## src/rtl/step_scheduler.sv

```systemverilog
// Step scheduler: IDLE/RUN/PAUSED timer that issues step_req/step_ack handshakes.
// Optional accepted-step counter enabled by defining STEP_SCHEDULER_COUNT_EN.
module step_scheduler #(
  parameter int PERIOD = 25000000,
  parameter int CW     = 26
) (
  input  logic        clk_in,
  input  logic        reset_n,
  input  logic        start,
  input  logic        stop,
  input  logic        pause,
  input  logic        single,
  input  logic [1:0]  speed,
  output logic        step_req,
  input  logic        step_ack,
  output logic [1:0]  state,
  output logic        overrun,
  input  logic        overrun_clr,
  output logic [15:0] step_count
);

  typedef enum logic [1:0] {
    S_IDLE   = 2'd0,
    S_RUN    = 2'd1,
    S_PAUSED = 2'd2
  } state_e;

  localparam logic [CW-1:0] PERIOD_W = CW'(PERIOD);

  state_e        state_q, state_d;
  logic [CW-1:0] cnt_q, cnt_d;
  logic [CW-1:0] limit;
  logic          tick_q, tick_d;
  logic          req_q, req_d;
  logic          ovr_q, ovr_d;
  logic          run_stay;
  logic          at_limit;

  // Speed is applied combinationally so a mid-period change takes effect at once.
  assign limit    = (PERIOD_W >> speed) - CW'(1);
  assign at_limit = (cnt_q >= limit);

  always_comb begin
    run_stay = (state_q == S_RUN) && !stop && !pause;

    state_d = state_q;
    if (stop)
      state_d = S_IDLE;
    else if (pause) begin
      if (state_q == S_RUN)
        state_d = S_PAUSED;
    end else if (start && (state_q != S_RUN))
      state_d = S_RUN;

    tick_d = (run_stay && at_limit) ||
             ((state_q == S_PAUSED) && single && !stop);

    // Cleared on IDLE entry and on IDLE->RUN; held while paused.
    if ((state_d == S_IDLE) || (state_q == S_IDLE))
      cnt_d = '0;
    else if (run_stay)
      cnt_d = at_limit ? '0 : cnt_q + CW'(1);
    else
      cnt_d = cnt_q;

    // A tick arriving while a request is outstanding (ack cycle included) is dropped.
    req_d = req_q;
    if (state_d == S_IDLE)
      req_d = 1'b0;
    else if (req_q)
      req_d = !step_ack;
    else if (tick_q)
      req_d = 1'b1;

    if (tick_q && req_q)
      ovr_d = 1'b1;
    else if (overrun_clr)
      ovr_d = 1'b0;
    else
      ovr_d = ovr_q;
  end

  always_ff @(posedge clk_in or negedge reset_n) begin
    if (!reset_n) begin
      state_q <= S_IDLE;
      cnt_q   <= '0;
      tick_q  <= 1'b0;
      req_q   <= 1'b0;
      ovr_q   <= 1'b0;
    end else begin
      state_q <= state_d;
      cnt_q   <= cnt_d;
      tick_q  <= tick_d;
      req_q   <= req_d;
      ovr_q   <= ovr_d;
    end
  end

  assign state    = state_q;
  assign step_req = req_q;
  assign overrun  = ovr_q;

`ifdef STEP_SCHEDULER_COUNT_EN
  logic [15:0] count_q, count_d;

  always_comb begin
    count_d = count_q;
    if (state_d == S_IDLE)
      count_d = '0;
    else if (req_q && step_ack)
      count_d = count_q + 16'd1;
  end

  always_ff @(posedge clk_in or negedge reset_n) begin
    if (!reset_n)
      count_q <= '0;
    else
      count_q <= count_d;
  end

  assign step_count = count_q;
`else
  assign step_count = '0;
`endif

endmodule

```

## config.mk

```make
export PLATFORM = sky130hd
export DESIGN_NAME = step_scheduler
export DESIGN_NICKNAME = d
export VERILOG_FILES = /design/src/rtl/step_scheduler.sv
export SDC_FILE = /design/constraint.sdc
export NUM_CORES = 1
export LEC_CHECK = 0
export ABC_AREA = 1
export CORE_ASPECT_RATIO = 0.9
export CORE_MARGIN = 2
export CORE_UTILIZATION = 57
export DETAILED_ROUTE_END_ITERATION = 7
export GPL_TIMING_DRIVEN = 0
export PLACE_DENSITY = 0.81
export SETUP_SLACK_MARGIN = 0.02
export SLEW_MARGIN = 20
export SYNTH_ARGS = -nofsm -noshare
export SYNTH_HDL_FRONTEND = slang
export SYNTH_SLANG_ARGS = --single-unit
```

## constraint.sdc

```tcl
create_clock -name clk_in -period 2.05 [get_ports clk_in]
set_input_delay 0.5125 -clock clk_in [delete_from_list [all_inputs] [get_ports clk_in]]
set_output_delay 0.5125 -clock clk_in [all_outputs]
set_load 0.02 [all_outputs]
```

# After elaboration in Yosys (flattened, before gate mapping)
# Index checks and enable logic that the tools add are counted.
[op_classes]
add_sub_neg = 2
mul = 0
div = 0
order_cmp = 1
eq_ne = 3
shift = 1
mux = 12
n_bitwise = 0
n_reduce_logical = 16
[ops]
columns = ["cell", "n"]
rows = [
  ["$mux W26", 3],
  ["$add A26 B1 Y26 const B", 1],
  ["$ge A26 B26 Y1", 1],
  ["$shr A25 B2 Y26 const A", 1],
  ["$sub A26 B1 Y26 const B", 1],
  ["$mux W2", 4],
  ["$logic_and A1 B1 Y1", 7],
  ["$mux W1", 5],
  ["$logic_not A2 Y1", 2],
  ["$reduce_bool A2 Y1", 2],
  ["$logic_not A1 Y1", 3],
  ["$eq A2 B1 Y1 const B", 1],
  ["$eq A2 B2 Y1 const B", 1],
  ["$logic_or A1 B1 Y1", 2],
  ["$ne A2 B1 Y1 const B", 1],
]
[totals]
reg_bits = 31
latchBits = 0
ram_bits = 0
romBits = 0
inputBits = 10
out_inout_bits = 20
wordCells = 40
memories = 0

# Depth between registers and ports, before layout
[depth]
word_depth = 8
mapped_depth = 17
ltp_nobuf = 17

# Least setup slack after synthesis
# No wires, ideal clock.
[synth_timing]
path_type = "in2reg"
startpoint = "input port speed[1]"
endpoint = "register cnt_q[17]"
setup_time_ns = 0.073
arrival_ns = 2.108
t_required_ns = 1.977
setup_slack_ns = -0.131
path_stages = 15
path_buffers = 1
cell_sequence = "inv_1 -> nor2_1 -> inv_1 -> ha_1 -> ha_1 -> nand2_1 -> nor2_1 -> nand3_1 -> nand2_1 -> inv_1 -> nand3_1 -> nand2_2 -> nand3_4 -> buf_6 -> a21oi_2"
[synth_between]
elab_chain_len = 6
[synth_lines]
columns = ["item", "line_no", "text"]
rows = [
  ["from (decl)", "13", "input logic [1:0] speed,"],
  ["$shr A25 B2 Y26", "40", "assign limit = (PERIOD_W >> speed) - CW'(1);"],
  ["$sub A26 B1 Y26", "40", ""],
  ["$ge A26 B26 Y1", "41", "assign at_limit = (cnt_q >= limit);"],
  ["$mux W26", "62", "cnt_d = at_limit ? '0 : cnt_q + CW'(1);"],
  ["$mux W26", "61", "else if (run_stay)"],
  ["$mux W26", "59", "if ((state_d == S_IDLE) || (state_q == S_IDLE))"],
  ["to (signal assigned)", "92", "cnt_q <= cnt_d;"],
  ["to (decl)", "31", "logic [CW-1:0] cnt_q, cnt_d;"],
]
# No other way between the ends. The select of a mux whose other input is x is not followed.
# A chain may end at the register's enable or synchronous reset.

# Final worst setup path
[layout_timing]
startpoint = "input port speed[1]"
endpoint = "register cnt_q[25]"
# The elaborated chain is that of the path after synthesis.

==> metrics <==
ANT nets after route=0; dpl cells=449; Fill cells=348; cells after synthesis=358; final hold violations=0; crit end category=register; Rows=23; CTS Sinks=31; fraction of power spent switching nets=0.253; critical path arrival=2.28 ns; WP data required=2.27 ns; Period Utilization, post-route=1.01; Yosys top cell by area=dfrtp_1; DIE WIDTH=74.7 um; Final Skew=0.00520 ns; Synth Warn #=0; total core area=0.00440 sq mm; VDD IR-drop max=0.000495 V; Crit Path Max Fanout=7; Int Pwr=0.00101 W; Fmax=485 MHz; Slew @ Worst Pin=0.675 ns; Total Wirelength=5.81 mm; Port Buffer Count=13; Mean Syn Cell Area=7.16 sq um; # H-tree levels=2; register share of total power=0.457; die area=0.00505 sq mm; All-Layer GR Usage=0.245; setup ws final=-0.0105 ns; Overflow after GRT=0; outcome=finished, violations left; total number of vias=2348; CTS tree=done; # IOs=30; vias per cell=5.06; CTS root buffer=clkbuf_8; MaxCap Viol Count=0; ys flop type=dfrtp_1; Rel. slew slack=0.550; Clock power frac=0.392; Switch Pwr=0.000340 W; TNS Setup=-0.0489 ns; Synth cell types=33; Diodes inserted=0; flops & latches, synth=31; Detail Placement HPWL=4.12 mm; Post-synth ARST share=1.00; nets@finish=431; number of synthesized flops with an enable pin=0; top cells by area, synth=dfrtp_1, nand2_1, ha_1; WL/cell=12.5 um; post-synth top area share=0.302; Residual DRC=0; GPL Wtd Cong=0.894; worst skew pair latency=0.28 ns; Pleak=1.58 nW; share of cells above drive strength 1=0.239; hold_buf cts=0; DP Area=0.00285 sq mm; router iterations before antenna repair=4; WS Path Type=input port to register; endpoints failing setup=6; startpoint types=input port; Layout Cells excl Fill=464; Synth-to-Final Area Change=25.7%; failing checks=setup timing; Hold Crit Class=input port to asynchronous set/reset pin; RSZ-0062 raised after global routing=yes; initial antenna violation count=0; sequential share of the synthesized area=0.302; Die H=67.6 um; vias in the first global route=2173; minimum clock period=2.06 ns; Post-Synthesis Cell Area=0.00256 sq mm; Initial Util=0.583; PwrDens=417 mW/mm^2; TritonCTS Buffers=5; CTS clk-pin slew, worst paths=0.06 ns; largest net degree at the start of global routing=32; first-pass GRT wire length=9.41 mm; final instance area=0.00322 sq mm; Logic pwr share=0.151; Max clock buf depth=2; DRT iter0 DRCs=117; Slew Limit Fails=0
## logic make-up (layout without fill, tap and decap cells)
group | after synthesis | in the layout | synth area share
AOI/OAI and AO/OA | 35 | 35 | 0.0917
xor gates and xnor gates | 15 | 15 | 0.0512
adders and majority gates | 20 | 20 | 0.0976
buffers and inverters | 67 | 95 | 0.127
DFF | 31 | 31 | 0.302
other | 2 | 18 | 0.00293
and+or+nand+nor | 188 | 188 | 0.327
## flip-flops by register name, summed over array words and instances (netlist names)
| name | flops |
|---|---|
| cnt_q | 26 |
| state | 2 |
| overrun | 1 |
| step_req | 1 |
| tick_q | 1 |
## path summary, 6_finish.rpt
path	start	endpoint	slack, ns	cells past startpoint
max reg2reg	cnt_q[17]	cnt_q[10]	0.11	11
min reg2reg	step_req	step_req	0.51	1
max	speed[1]	cnt_q[25]	-0.01	16
min	reset_n	state[1]	0.26	1
min in group clk_in	step_req	step_req	0.51	1
max in group asynchronous	reset_n	cnt_q[19]	1.35	1
## cell usage after synthesis, types with 3 or more instances
cell type	count
nand2_1	93
inv_1	41
nor2_1	36
nand3_1	35
dfrtp_1	31
ha_1	20
buf_4	16
a21oi_1	14
xor2_1	12
a21oi_2	11
nand4_1	6
nand2_2	5
buf_2	4
nor3_1	4
o21ai_0	4
inv_2	3
nor2_4	3
xnor2_1	3
## layout by cell type, fill, tap and decap left out, drive strengths merged
cell type / instances
nand4: 6
nand2: 98
o21bai: 1
a21oi: 25
clkdlybuf4s50: 10
xnor2: 3
or2: 1
o21ai: 7
nor4: 1
inv: 44
nor2: 39
buf: 30
o21a: 1
nor3: 5
conb: 18
clkinv: 1
a211oi: 1
nand3: 37
ha: 20
xor2: 12
dfrtp: 31
nand3b: 1
clkbuf: 10
## per-stage QoR
stage | setup WS, ns | total power [W] | util | hold WS (ns)
6_report | -0.0105 | 0.00135 | 0.732 | 0.260
4_1_cts | -0.0586 | 0.00132 | 0.701 | 0.286
3_5_place_dp | -1.18 | 0.000790 | 0.648 | 0.497
5_1_grt | -0.105 | 0.00140 | 0.732 | 0.318
2_1_floorplan | -0.0645 | 0.000737 | - | 0.217
3_3_place_gp | -1.13 | 0.000789 | 0.649 | 0.491
## metal layers
layer,up-vias,global-route usage,wire [um]
met5,-,0,0
met2,81,0.410,2750
li1,1202,-,-
met1,1059,0.324,2610
met3,6,0.0433,403
met4,0,0.0714,50
## power groups by stage
stage                     logic (W)  clock network, W  registers, W
after floorplan            0.000110                 0      0.000627
final                      0.000204          0.000527      0.000615
after CTS                  0.000180          0.000530      0.000615
after global placement     0.000163                 0      0.000626
after detailed placement   0.000164                 0      0.000626
after global routing       0.000226          0.000562      0.000614
## critical path, cell delays in order
cell	delay, ns
buf_12	0.12
inv_12	0.03
nor2_4	0.10
inv_2	0.06
ha_4	0.24
ha_4	0.24
nand2_4	0.06
nor2_1	0.04
nand3_1	0.07
nand2_1	0.06
inv_2	0.05
nand3_2	0.09
nand2_4	0.12
nand3_4	0.16
clkbuf_16	0.22
a21oi_2	0.11
## area by class of cell
type                            count  area (sq um)  share of cell area
Buffer                             22           166              0.0516
Clock buffer                        8           100              0.0310
Inverter                           45           183              0.0567
Multi-Input combinational cell    276          1690               0.524
Sequential cell                    31           776               0.241
Tap cell                           62          77.6              0.0241
Timing Repair Buffer               20           231              0.0718
## what timing repair did
action	4_1_cts	5_1_grt
endpoints found under the setup margin	27	27
buffers inserted	4	2
pin swaps	11	15
gates cloned	0	1
gates resized for setup	36	20
Note: power is estimated with default switching activity, not from simulation.
